**src/rtl/fft_peak_detect_pkg.sv**
```systemverilog
// Shared widths, types and FSM states for the FFT peak detector.
// No logic and no latency: definitions only.
package fft_peak_pkg;
  localparam int FFT_SIZE_DEF = 2048;
  localparam int BIN_W_DEF    = $clog2(FFT_SIZE_DEF);
  localparam int DATA_W_DEF   = 16;
  localparam int MAG_W_DEF    = 2*DATA_W_DEF+1;

  typedef logic [BIN_W_DEF-1:0] bin_t;
  typedef logic [MAG_W_DEF-1:0] mag_t;

  typedef enum logic [1:0] {IDLE, ACCUM, DRAIN, REPORT} state_t;
endpackage

```
**src/rtl/fft_peak_detect_cmag_sq.sv**
```systemverilog
// Complex magnitude-squared re^2+im^2 with a valid/tag sideband; registers input then squares.
// Sum is combinational off the square register; no backpressure, accepts a sample every cycle.
module cmag_sq #(
  parameter int DATA_W = 16,
  parameter int MAG_W  = 2*DATA_W+1,
  parameter int TAG_W  = 11
) (
  input  logic                     clk,
  input  logic                     rst_n,
  input  logic                     i_vld,
  input  logic [TAG_W-1:0]         i_tag,
  input  logic signed [DATA_W-1:0] i_re,
  input  logic signed [DATA_W-1:0] i_im,
  output logic                     o_vld,
  output logic [TAG_W-1:0]         o_tag,
  output logic [MAG_W-1:0]         o_mag
);
  logic                       r_vld0, r_vld1;
  logic [TAG_W-1:0]           r_tag0, r_tag1;
  logic signed [DATA_W-1:0]   r_re, r_im;
  logic [2*DATA_W-1:0]        r_sq_re, r_sq_im;
  logic signed [2*DATA_W-1:0] w_sq_re, w_sq_im;

  // A square is never negative and (-2^(W-1))^2 still fits in 2W signed bits.
  assign w_sq_re = r_re * r_re;
  assign w_sq_im = r_im * r_im;

  always_ff @(posedge clk or negedge rst_n) begin
    if (!rst_n) begin
      r_vld0  <= 1'b0;
      r_vld1  <= 1'b0;
      r_tag0  <= '0;
      r_tag1  <= '0;
      r_re    <= '0;
      r_im    <= '0;
      r_sq_re <= '0;
      r_sq_im <= '0;
    end else begin
      r_vld0  <= i_vld;
      r_tag0  <= i_tag;
      r_re    <= i_re;
      r_im    <= i_im;
      r_vld1  <= r_vld0;
      r_tag1  <= r_tag0;
      r_sq_re <= w_sq_re;
      r_sq_im <= w_sq_im;
    end
  end

  assign o_vld = r_vld1;
  assign o_tag = r_tag1;
  assign o_mag = MAG_W'(r_sq_re) + MAG_W'(r_sq_im);
endmodule

```
**src/rtl/fft_peak_detect.sv**
```systemverilog
// Per-frame peak |X|^2 search over [min_bin,max_bin]; report 4 cycles after the last beat, tready low meanwhile.
// Optional threshold flag peak_found is built only when FFT_PEAK_THRESH_EN is defined.
module fft_peak_detect
  import fft_peak_pkg::*;
#(
  parameter int FFT_SIZE = FFT_SIZE_DEF,
  parameter int BIN_W    = $clog2(FFT_SIZE),
  parameter int DATA_W   = DATA_W_DEF,
  parameter int MAG_W    = 2*DATA_W+1
) (
  input  logic                clk_100mhz,
  input  logic                rst_n,
  input  logic [2*DATA_W-1:0] fft_tdata,
  input  logic                fft_tvalid,
  input  logic                fft_tlast,
  output logic                fft_tready,
  input  logic [BIN_W-1:0]    min_bin,
  input  logic [BIN_W-1:0]    max_bin,
  output logic [BIN_W-1:0]    peak_bin,
  output logic [MAG_W-1:0]    peak_mag,
  output logic                peak_valid,
  output logic                frame_err
`ifdef FFT_PEAK_THRESH_EN
  ,
  input  logic [MAG_W-1:0]    peak_thresh,
  output logic                peak_found
`endif
);
  state_t           r_state, w_nxt;
  logic [BIN_W-1:0] r_cnt;
  logic [1:0]       r_drn;
  logic             r_err;
  logic [BIN_W-1:0] r_run_bin;
  logic [MAG_W-1:0] r_run_mag;

  logic             w_acc, w_last_cnt, w_eof, w_in_rng;
  logic             w_mag_vld;
  logic [BIN_W-1:0] w_mag_bin;
  logic [MAG_W-1:0] w_mag;

  assign w_acc      = fft_tvalid & fft_tready;
  assign w_last_cnt = (r_cnt == BIN_W'(FFT_SIZE-1));
  assign w_eof      = w_acc & (fft_tlast | w_last_cnt);
  assign w_in_rng   = (r_cnt >= min_bin) && (r_cnt <= max_bin);

  // Out-of-range beats enter the pipeline as bubbles so the compare never sees them.
  cmag_sq #(.DATA_W(DATA_W), .MAG_W(MAG_W), .TAG_W(BIN_W)) u_cmag_sq (
    .clk   (clk_100mhz),
    .rst_n (rst_n),
    .i_vld (w_acc & w_in_rng),
    .i_tag (r_cnt),
    .i_re  (fft_tdata[DATA_W-1:0]),
    .i_im  (fft_tdata[2*DATA_W-1:DATA_W]),
    .o_vld (w_mag_vld),
    .o_tag (w_mag_bin),
    .o_mag (w_mag)
  );

  always_comb begin
    w_nxt = r_state;
    case (r_state)
      IDLE:    if (w_eof) w_nxt = DRAIN; else if (w_acc) w_nxt = ACCUM;
      ACCUM:   if (w_eof) w_nxt = DRAIN;
      DRAIN:   if (r_drn == 2'd2) w_nxt = REPORT;
      REPORT:  w_nxt = IDLE;
      default: w_nxt = IDLE;
    endcase
  end

  // tready is registered from the next state so it is low throughout reset.
  always_ff @(posedge clk_100mhz or negedge rst_n) begin
    if (!rst_n) begin
      r_state    <= IDLE;
      fft_tready <= 1'b0;
      r_drn      <= 2'd0;
      r_cnt      <= '0;
      r_err      <= 1'b0;
    end else begin
      r_state    <= w_nxt;
      fft_tready <= (w_nxt == IDLE) || (w_nxt == ACCUM);
      r_drn      <= (r_state == DRAIN) ? r_drn + 2'd1 : 2'd0;
      if (r_state == REPORT)
        r_cnt <= '0;
      else if (w_acc)
        r_cnt <= r_cnt + 1'b1;
      if (w_eof)
        r_err <= fft_tlast ^ w_last_cnt;
    end
  end

  // Strictly-greater update keeps the earliest bin on ties.
  always_ff @(posedge clk_100mhz or negedge rst_n) begin
    if (!rst_n) begin
      r_run_bin <= '0;
      r_run_mag <= '0;
    end else if (r_state == REPORT) begin
      r_run_bin <= '0;
      r_run_mag <= '0;
    end else if (w_mag_vld && (w_mag > r_run_mag)) begin
      r_run_bin <= w_mag_bin;
      r_run_mag <= w_mag;
    end
  end

  always_ff @(posedge clk_100mhz or negedge rst_n) begin
    if (!rst_n) begin
      peak_bin   <= '0;
      peak_mag   <= '0;
      peak_valid <= 1'b0;
      frame_err  <= 1'b0;
    end else begin
      peak_valid <= (r_state == REPORT);
      frame_err  <= (r_state == REPORT) & r_err;
      if (r_state == REPORT) begin
        peak_bin <= r_run_bin;
        peak_mag <= r_run_mag;
      end
    end
  end

`ifdef FFT_PEAK_THRESH_EN
  always_ff @(posedge clk_100mhz or negedge rst_n) begin
    if (!rst_n)
      peak_found <= 1'b0;
    else if (r_state == REPORT)
      peak_found <= (r_run_mag >= peak_thresh);
  end
`else
  // Threshold flag absent in this build.
`endif
endmodule

```
**config.mk**
```make
export PLATFORM = sky130hd
export DESIGN_NAME = fft_peak_detect
export DESIGN_NICKNAME = d
export VERILOG_FILES = /design/src/rtl/fft_peak_detect_pkg.sv /design/src/rtl/fft_peak_detect_cmag_sq.sv /design/src/rtl/fft_peak_detect.sv
export SDC_FILE = /design/constraint.sdc
export NUM_CORES = 2
export LEC_CHECK = 0
export BUFFER_PORTS_ARGS = -buffer_cell sky130_fd_sc_hd__buf_2
export CAP_MARGIN = 30
export CORE_MARGIN = 1.5
export CORE_UTILIZATION = 35
export CTS_CLUSTER_SIZE = 25
export DETAILED_ROUTE_END_ITERATION = 8
export GPL_ROUTABILITY_DRIVEN = 0
export SYNTH_ARGS = -nofsm -noshare
export SYNTH_HDL_FRONTEND = slang
export SYNTH_SLANG_ARGS = --single-unit
```
**constraint.sdc**
```tcl
create_clock -name clk_100mhz -period 7 [get_ports clk_100mhz]
set_clock_uncertainty 0.2 [all_clocks]
set_input_delay 1.4 -clock clk_100mhz [delete_from_list [all_inputs] [get_ports clk_100mhz]]
set_output_delay 1.4 -clock clk_100mhz [all_outputs]
set_load 0.02 [all_outputs]
```
==> implementation parameters <==
Parameter                              Value

Status
  Run status    finished clean

Drt
  WL met1    about 27 mm
  WL per Instance    approximately 15 µm
  Routed wire length    slightly above 60 mm
  Number of antenna-violating nets in the routed design    0
  Routed wire length on met2    about 30 mm
  Topmost layer with routed signal wires    met5
  Amount of wire on met3 after detailed routing    between 2 and 2.5 mm
  Number of detailed-route iterations in the first pass    5
  Initial drt markers    919
  Post-detailed-route via-to-cell ratio    ~4.7
  Vias after detailed routing    18900
  Remaining design rule violation count    0

Worst setup path
  Arr. time, crit path    between 6 and 7 ns
  Startpoint Class    register
  Critical path endpoint category    register
  Critical path fanouts, max    15
  Count of cells along the worst register-to-register path    21
  Category of the most critical setup path    register to register
  Required arrival time at the worst endpoint    7.29 ns
  Critical Path Start    u_cmag_sq.r_re[7]
  Setup slack of the most critical reg-to-reg path    0.31 ns
  Reg-to-reg critical path endpoint    u_cmag_sq.r_sq_re[30]
  Launch instance of the worst register-to-register path    u_cmag_sq.r_re[7]

Synth
  Register area share after synthesis    0.203
  #FFs+latches synth    about 230
  EDFF count, synth    0
  Mapped Area    approximately 0.028 mm²
  Synthesized netlist net count    roughly 3700
  Number of synthesis warnings    0
  Async set or reset register ratio after synthesis    1.00
  Avg Inst Size Synth    9.63 µm²
  Top_reg_cell synth    sky130_fd_sc_hd__dfrtp_1
  Cell count after synthesis    2876
  Synth cell types    67

STA
  Number of setup violations in the final report    0
  Slew @ Worst Pin    between 0.9 and 1 ns
  Worst slew margin relative to its limit    0.393
  Setup repair after global routing missed its margin    false
  Post-Route Hold Slack    0.147 ns
  Final hold violation count    0
  Max-slew violations    0
  Final Critical Period    between 6 and 7 ns
  Maximum clock rate    ~150 MHz
  Total negative setup slack    0 ns
  Period Utilization, post-route    0.956

Global routing
  Antenna violations before repair    3
  Number of global-route vias before repair    a little over 20000
  Overall track demand over capacity in global routing    0.157
  Sum of overflow across all layers after global routing    0
  Largest net degree at the start of global routing    160
  First-pass GRT wire length    between 100 and 150 mm

CTS
  Clock root buffer    sky130_fd_sc_hd__clkbuf_16
  Gates resized, CTS repair    0
  TritonCTS clock tree    yes
  Clock slew at the register clock pins of the worst setup and hold paths    around 0.06 ns
  CTS Buf Count    27
  H-tree depth reported by CTS    1
  Sinks on Clock Net    225
  Post-CTS setup-driven buffer insertion count    0
  Clock network latency to the later pin of the worst-skew pair    0.58 ns
  Buffer levels on the longest clock path    3
  Cts hold-fix bufs    0

Floorplanning
  DIE HEIGHT    about 280 µm
  Starting utilization of the core area    0.356
  Full die area    approximately 0.08 mm²
  Floorplan core area    0.0778 mm²
  Standard-cell row count    just over 100
  Top Ports    approximately 110
  Die outline width    ~280 µm

Placed design
  HPWL after detailed placement    just over 50 mm
  Port Buffers    roughly 100

Finish
  Synthesis-to-finish area growth    10.2%
  Antenna cells    0
  Proportion of layout cells with a drive suffix above 1    0.0750
  Nets@finish    3775
  Fill cell count    around 7900

Hold path
  Number of cells traversed by the worst hold path    0
  Path type of the worst min-delay path    register to register
  End of the worst hold path    u_cmag_sq.o_tag[3]
  Origin of the worst min-delay path    u_cmag_sq.r_tag0[3]

Run
  Count of max-cap constraint violations    0
==> synth_stat cells (21+ instances only) <==
master | number | area (µm²)
sky130_fd_sc_hd__a21o_1 | 21 | 158
sky130_fd_sc_hd__a21oi_1 | 97 | 485
sky130_fd_sc_hd__and2_1 | 74 | 463
sky130_fd_sc_hd__and3_1 | 27 | 169
sky130_fd_sc_hd__clkbuf_1 | 72 | 270
sky130_fd_sc_hd__dfrtp_1 | 225 | 5630
sky130_fd_sc_hd__fa_1 | 471 | 9430
sky130_fd_sc_hd__ha_1 | 266 | 3330
sky130_fd_sc_hd__inv_1 | 699 | 2620
sky130_fd_sc_hd__nand2_1 | 282 | 1060
sky130_fd_sc_hd__nand3_1 | 45 | 225
sky130_fd_sc_hd__nor2_1 | 137 | 514
sky130_fd_sc_hd__nor3_1 | 21 | 105
sky130_fd_sc_hd__o21ai_0 | 81 | 405
sky130_fd_sc_hd__xnor2_1 | 87 | 762
sky130_fd_sc_hd__xor2_1 | 31 | 272
==> cells by family (layout without fill, tap and decap cells) <==
group | count (synthesis) | after routing | synth area share
adders and majority gates | 737 | 737 | 0.461
muxes | 17 | 17 | 0.00619
buffers and inverters | 782 | 907 | 0.106
and+or+nand+nor | 667 | 667 | 0.111
AOI/OAI and AO/OA | 330 | 330 | 0.0754
xor gates and xnor gates | 118 | 118 | 0.0373
DFF | 225 | 225 | 0.203
==> layer usage <==
layer	global-route usage	vias up
li1	-	9055
met3	0.0168	70
met5	0	-
met4	0.0352	4
met2	0.272	311
met1	0.210	9419
==> placed cells by master, fill, tap and decap left out, drive strengths merged, types with 5 or more instances in the layout <==
cell     instances
mux2i           16
or2              7
fa             471
o21ai           86
a31oi           11
nand3           45
a21o            21
nor3            22
o211ai          10
nand4           15
a31o             9
and3            27
a211o            5
o2bb2ai          6
o21bai          14
a211oi          15
dfrtp          225
nor4             7
nor2           137
a21oi           97
clkbuf          33
clkinv          11
inv            703
buf            155
xnor2           87
nand2b          15
o21a            17
ha             266
nor2b           14
or3              9
xor2            31
and2            74
nand2          283
==> state kept, by name (all words and copies together) (netlist names) <==
name / flops
r_state: 2
r_run_mag: 33
r_cnt: 11
u_cmag_sq.r_sq_im: 31
u_cmag_sq.o_vld: 1
r_run_bin: 11
peak_valid: 1
peak_bin: 11
r_drn: 2
u_cmag_sq.r_im: 16
u_cmag_sq.o_tag: 11
fft_tready: 1
peak_mag: 33
u_cmag_sq.r_vld0: 1
u_cmag_sq.r_tag0: 11
r_err: 1
u_cmag_sq.r_re: 16
frame_err: 1
u_cmag_sq.r_sq_re: 31
==> worst max-delay path, stage by stage, from the launching register on <==
cell	delay, ns
sky130_fd_sc_hd__dfrtp_1	0.73
sky130_fd_sc_hd__inv_1	0.23
sky130_fd_sc_hd__fa_1	0.59
sky130_fd_sc_hd__inv_1	0.06
sky130_fd_sc_hd__fa_1	0.50
sky130_fd_sc_hd__inv_1	0.06
sky130_fd_sc_hd__fa_1	0.53
sky130_fd_sc_hd__inv_1	0.05
sky130_fd_sc_hd__fa_1	0.38
sky130_fd_sc_hd__fa_1	0.52
sky130_fd_sc_hd__inv_1	0.05
sky130_fd_sc_hd__fa_1	0.47
sky130_fd_sc_hd__inv_1	0.04
sky130_fd_sc_hd__ha_1	0.33
sky130_fd_sc_hd__a21oi_1	0.17
sky130_fd_sc_hd__o21ai_0	0.15
sky130_fd_sc_hd__a221o_1	0.35
sky130_fd_sc_hd__or3_1	0.33
sky130_fd_sc_hd__o211ai_1	0.19
sky130_fd_sc_hd__a41oi_1	0.16
sky130_fd_sc_hd__o41ai_1	0.36
sky130_fd_sc_hd__xnor2_1	0.16
==> per-stage QoR <==
stage | worst slack [ns] | area, µm² | cells | utilization
after global placement | 0.446 | 29600 | 3990 | 0.380
after detailed placement | 0.369 | 29600 | 3991 | 0.381
after floorplan | 0.473 | 27700 | 2876 | -
after CTS | 0.327 | 30500 | 4041 | 0.392
after global routing | 0.0204 | 30500 | 4041 | 0.392
final | 0.305 | 30500 | 4041 | 0.392
==> layout make-up <==
cell class / instances / area (µm²) / area share
Multi-Input combinational cell: 1869 / 19100 / 0.627
Sequential cell: 225 / 5630 / 0.184
Inverter: 702 / 2640 / 0.0863
Tap cell: 1040 / 1300 / 0.0426
Timing Repair Buffer: 155 / 946 / 0.0310
Clock buffer: 33 / 728 / 0.0238
Clock inverter: 17 / 160 / 0.00525
==> worst max-delay path by stage <==
| stage | to | slack [ns] |
|---|---|---|
| after floorplan | u_cmag_sq.r_sq_re[30] | 0.47 |
| after global placement | u_cmag_sq.r_sq_re[30] | 0.45 |
| after detailed placement | u_cmag_sq.r_sq_re[27] | 0.37 |
| after CTS | u_cmag_sq.r_sq_re[27] | 0.33 |
| after global routing | u_cmag_sq.r_sq_re[31] | 0.02 |
| final | u_cmag_sq.r_sq_re[30] | 0.31 |
Power is left out: the tool's default activity adds up to more than one toggle a clock period on the data nets, which glitch-free logic cannot reach.
